<file path="config.mk">
export PLATFORM = sky130hd
export DESIGN_NAME = s420_stim_driver
export DESIGN_NICKNAME = d
export VERILOG_FILES = /design/src/rtl/s420_stim_driver.sv
export SDC_FILE = /design/constraint.sdc
export NUM_CORES = 1
export LEC_CHECK = 0
export CORE_UTILIZATION = 53
export CTS_CLUSTER_DIAMETER = 80
export DETAILED_ROUTE_END_ITERATION = 6
export HOLD_SLACK_MARGIN = 0.15
export PLACE_DENSITY = 0.85
export SYNTH_ARGS = -nofsm -noshare
export SYNTH_HDL_FRONTEND = slang
export SYNTH_SLANG_ARGS = --single-unit
</file>
<file path="constraint.sdc">
create_clock -name CK -period 5.3 [get_ports CK]
set_clock_uncertainty 0.1 [all_clocks]
set_input_delay 0.795 -clock CK [delete_from_list [all_inputs] [get_ports CK]]
set_output_delay 0.795 -clock CK [all_outputs]
set_load 0.05 [all_outputs]
</file>
<file path="src/rtl/s420_stim_driver.sv">
// s420_stim_driver
// Stimulus and capture engine for the s420 counter/compare core.
// A host job loads a 17-bit compare mask onto C and sets a step count. The
// block then holds P_0 high for that many cycles. It samples the core's match
// output Z on each of those cycles and keeps three results: the hit count, the
// step index of the first hit, and a hit-seen flag.
// Job flow: IDLE -> SETTLE (one cycle, C settles) -> RUN (P_0 high) -> DONE
// (one-cycle done pulse) -> IDLE. A zero-step job goes from IDLE straight to DONE.

module s420_stim_driver #(
    parameter int MASK_W = 17,
    parameter int STEP_W = 8
) (
    input  logic              CK,
    input  logic              RST,
    input  logic              cfg_valid,
    output logic              cfg_ready,
    input  logic [MASK_W-1:0] cfg_mask,
    input  logic [STEP_W-1:0] cfg_steps,
    input  logic              abort,
    output logic              P_0,
    output logic [MASK_W-1:0] C,
    input  logic              Z,
    output logic              busy,
    output logic              done,
    output logic [STEP_W-1:0] hit_count,
    output logic [STEP_W-1:0] first_hit,
    output logic              hit_seen
);

    typedef enum logic [1:0] {
        S_IDLE   = 2'd0,
        S_SETTLE = 2'd1,
        S_RUN    = 2'd2,
        S_DONE   = 2'd3
    } state_t;

    state_t            r_state;
    logic              r_cfg_ready;
    logic              r_p0;
    logic              r_busy;
    logic              r_done;
    logic              r_hit_seen;
    logic [MASK_W-1:0] r_c;
    logic [STEP_W-1:0] r_remaining;
    logic [STEP_W-1:0] r_step_idx;
    logic [STEP_W-1:0] r_hit_count;
    logic [STEP_W-1:0] r_first_hit;

    logic              w_accept;
    logic              w_last_step;

    // A job is taken only while ready is advertised. Any cfg_valid that arrives
    // while the block is busy or in DONE is dropped.
    assign w_accept    = cfg_valid & r_cfg_ready;
    // RUN ends on the sample that uses up the remaining count, or on an abort.
    // If both happen on the same edge, the exit is still a single transition.
    assign w_last_step = (r_remaining == STEP_W'(1)) || abort;

    // Job sequencer: state, registered core drive, and result capture
    // NOTE: every register here updates with non-blocking assignments, so each
    // branch reads the pre-edge values (e.g. r_step_idx is the index of the
    // sample being taken now, not the incremented one).
    always_ff @(posedge CK or posedge RST) begin
        if (RST) begin
            r_state     <= S_IDLE;
            r_cfg_ready <= 1'b0;
            r_p0        <= 1'b0;
            r_busy      <= 1'b0;
            r_done      <= 1'b0;
            r_hit_seen  <= 1'b0;
            r_c         <= '0;
            r_remaining <= '0;
            r_step_idx  <= '0;
            r_hit_count <= '0;
            r_first_hit <= '0;
        end else begin
            case (r_state)
                S_IDLE: begin
                    r_cfg_ready <= 1'b1;
                    if (w_accept) begin
                        r_c         <= cfg_mask;
                        r_remaining <= cfg_steps;
                        r_step_idx  <= '0;
                        r_hit_count <= '0;
                        r_first_hit <= '0;
                        r_hit_seen  <= 1'b0;
                        r_cfg_ready <= 1'b0;
                        if (cfg_steps == '0) begin
                            r_done  <= 1'b1;
                            r_state <= S_DONE;
                        end else begin
                            r_busy  <= 1'b1;
                            r_state <= S_SETTLE;
                        end
                    end
                end

                S_SETTLE: begin
                    // C has been stable at the core for one full cycle, so
                    // stepping can start.
                    r_p0    <= 1'b1;
                    r_state <= S_RUN;
                end

                S_RUN: begin
                    // NOTE: Z is combinational in the core and depends on P_0
                    // in the same cycle. It is therefore sampled at the edge
                    // that closes each P_0-high cycle, not one cycle later.
                    if (Z) begin
                        r_hit_count <= r_hit_count + STEP_W'(1);
                        if (!r_hit_seen) begin
                            r_first_hit <= r_step_idx;
                            r_hit_seen  <= 1'b1;
                        end
                    end
                    r_step_idx  <= r_step_idx + STEP_W'(1);
                    r_remaining <= r_remaining - STEP_W'(1);
                    if (w_last_step) begin
                        r_p0    <= 1'b0;
                        r_busy  <= 1'b0;
                        r_done  <= 1'b1;
                        r_state <= S_DONE;
                    end
                end

                S_DONE: begin
                    r_done      <= 1'b0;
                    r_cfg_ready <= 1'b1;
                    r_state     <= S_IDLE;
                end

                default: begin
                    r_state <= S_IDLE;
                end
            endcase
        end
    end

    assign cfg_ready = r_cfg_ready;
    assign P_0       = r_p0;
    assign C         = r_c;
    assign busy      = r_busy;
    assign done      = r_done;
    assign hit_count = r_hit_count;
    assign first_hit = r_first_hit;
    assign hit_seen  = r_hit_seen;

endmodule

</file>
==> flow_summary.yaml <==
critical_path:
  path_delay_family: "simple AND/OR/NAND/NOR gates"
  r2r_end: "first_hit[6]"
  r2r_start: "r_state[0]"
  cp_num_buf_inv: 2
  cp_slowest_stage_delay_ps: 470
  cp_cell_sequence: "inv_1 -> ha_1 -> nand3_1 -> buf_4 -> a2bb2oi_1 -> nand2_1 -> a22o_1"
  cp-start-kind: "flop"
  critical_path_class: "flop to flop"
  ff2ff_setup_slack_ps: 2320
  worstPathMaxFanout: 15
  cp.arrival_ps: 3080
  ff2ff_path_depth: 7
  cp.required_ps: 5400
  crit_slowest_cell: "ha_1"
  endpoint_kind: "flop"
clock_network:
  htreeDepth: 2
  cts_resized: 0
  post_cts_buffers: 0
  cts_buffers: 5
  cts_tree: "built"
  cts_root_buf: "clkbuf_8"
  clock-sinks: 56
  clk_pin_slew_ps: 100
  cts_hold_buffers: 0
  clk_path_buf_depth: 2
  clk_latency_ps: 310
logic_synthesis:
  syn_area_um2: 2721
  syn_nets: 285
  ys_ff_latch: 56
  synth_ff_type: "dfrtp_1"
  synth.avg_cell_area_um2: 11.02
  synth-edff-count: 0
  synthArstFlopShare: 1.000
  yosysSeqAreaShare: 0.5149
  ys_warn_count: 0
  netlist_instances: 247
  synth_cell_types: 49
hold_path:
  hold_start: "C[12]"
  hold_path_class: "flop to flop"
  holdPathStages: 1
  whs_endpoint: "C[12]"
global_route:
  grt_pass1_vias: 2040
  grt.overflow.total: 0
  grt_use_total: 0.2289
  grt_pass1_wl_um: 9411
  antenna_found_initial: 0
  grt_max_degree: 57
sta:
  rsz0062_at_grt: "no"
  worstMarginPinSlew_ps: 850.1
  min_period_ps: 2977
  fmax_mhz: 336.0
  max-slew-margin-rel: 0.4332
  hold_viol_final: 0
  setup-tns-final_ps: 0
  post-route-period-util: 0.5616
  setup_violations: 0
  slew_violations: 0
  holdWs_ps: 410.5
cells_and_area:
  diodes: 0
  nets: 352
  drive_gt1_frac: 0.1175
  areaGrowthSynthToFinish_pct: 30.34
  utilization: 0.7364
power_and_ir_drop:
  pwr-share-seq: 0.328
  intPower_uw: 1132
  power_density_nw_per_um2: 600.0
  p_sw_frac: 0.4682
  pwr-share-comb: 0.557
  power_leakage_uw: 0.001517
  p_total_uw: 2128
  ir_drop_mv: 0.4166
  clockPowerShare: 0.115
  power.switching_uw: 996.5
routing:
  drt_iter0_drc: 134
  routed_wl_um: 5799
  final_antenna_net_count: 0
  wl_per_cell_um: 15.18
  drc: 0
  dr.pass1.iters: 4
  vias_per_cell: 5.688
  num_vias: 2173
status:
  status: "finished, final reports clean"
floorplanning:
  pin_count: 68
  start_util: 0.5649
  die_x_um: 73.66
  core_area_um2: 4817
  dieArea_um2: 5425
  row_count: 25
  chipHeight_um: 73.66
placement:
  dp_hpwl_um: 4121
  finalWeightedCongestion: 0.7946
  portBuffers: 67
flow_run:
  max-cap-violations: 0
## per-layer routing
| layer | routed length (um) | track usage | up-vias |
|---|---|---|---|
| met4 | 56 | 0.05983 | 0 |
| met1 | 2538 | 0.3023 | 1055 |
| li1 | - | - | 1040 |
| met2 | 2729 | 0.3609 | 72 |
| met3 | 476 | 0.07956 | 6 |
| met5 | 0 | 0 | - |
## layout make-up
cell class                      instances  area (um2)
Sequential cell                        56        1401
Fill cell                             367        1270
Multi-Input combinational cell        171        1239
Timing Repair Buffer                   69       685.7
Tap cell                               67       83.83
Clock buffer                            6       82.58
Inverter                               11       41.29
Clock inverter                          2       13.76
## synth_stat cells, types with 2 or more instances
cell	n	area [um2]
a21oi_1	14	70.07
or2_2	2	12.51
mux2i_1	3	30.03
nand2b_1	5	31.28
xor2_1	2	17.52
nand4_1	2	12.51
mux2_2	18	202.7
buf_2	5	25.02
o22a_1	2	17.52
a21boi_2	2	22.52
a21o_1	2	15.01
dfrtp_1	56	1401
a31oi_1	5	31.28
a22o_1	13	113.9
o22ai_1	4	25.02
clkbuf_1	4	15.01
nor3_1	7	35.03
nand2_1	19	71.32
nor2_1	14	52.55
nor4b_1	2	17.52
and3_1	2	12.51
o31a_1	2	17.52
inv_1	10	37.54
nand3_1	7	35.03
nor4_1	4	25.02
ha_1	8	100.1
o21ai_0	6	30.03
xnor2_1	6	52.55
## power groups by stage
stage                     logic (uW)  registers (uW)  clock network, uW
final                           1180             699                245
after detailed placement        1180             706                  0
after global routing            1270             720                266
after global placement          1160             700                  0
after CTS                       1190             699                250
after floorplan                  500            1030                  0
## stage by stage
stage	setup WS [ps]	instances	cell area, um2
2_1_floorplan	3034	247	2721
3_3_place_gp	2089	374	3451
3_5_place_dp	2021	374	3451
4_1_cts	2343	382	3547
5_1_grt	2096	382	3547
6_report	2323	382	3547
## how the worst max path moves through the flow
stage	startpoint	to	depth (start not counted)	slack, ps
after global routing	r_state[0]	first_hit[0]	7	2100
after global placement	cfg_valid	first_hit[2]	6	2090
after floorplan	RST	C[0]	1	3030
final	r_state[0]	first_hit[6]	7	2320
after detailed placement	cfg_valid	first_hit[6]	6	2020
after CTS	r_state[0]	first_hit[6]	7	2340
## cells by family (layout without fill, tap and decap cells)
family	after synthesis	count (layout)	synth area share
adders and majority gates	8	8	0.03678
and+or+nand+nor	71	71	0.1315
muxes	21	21	0.08552
buffers and inverters	20	88	0.02988
xor gates and xnor gates	8	8	0.02575
AOI/OAI and AO/OA	63	63	0.1756
DFF	56	56	0.5149
## sequential cells by signal, summed over array words and instances, names as in the netlist
signal	cells
busy	1
r_state	2
first_hit	8
cfg_ready	1
r_remaining	8
C	17
hit_count	8
r_step_idx	8
P_0	1
done	1
hit_seen	1
## cell usage in the layout, fill, tap and decap left out, types with 7 or more instances in the layout
cell             synthesis  routed
a21oi_1                 14      14
a22o_1                  13      13
clkdlybuf4s50_1          0      67
dfrtp_1                 56      56
ha_1                     8       8
inv_1                   10       9
mux2_2                  18      18
nand2_1                 19      19
nand3_1                  7       7
nor2_1                  14      14
nor3_1                   7       7
Note: power is estimated with default switching activity, not from simulation.
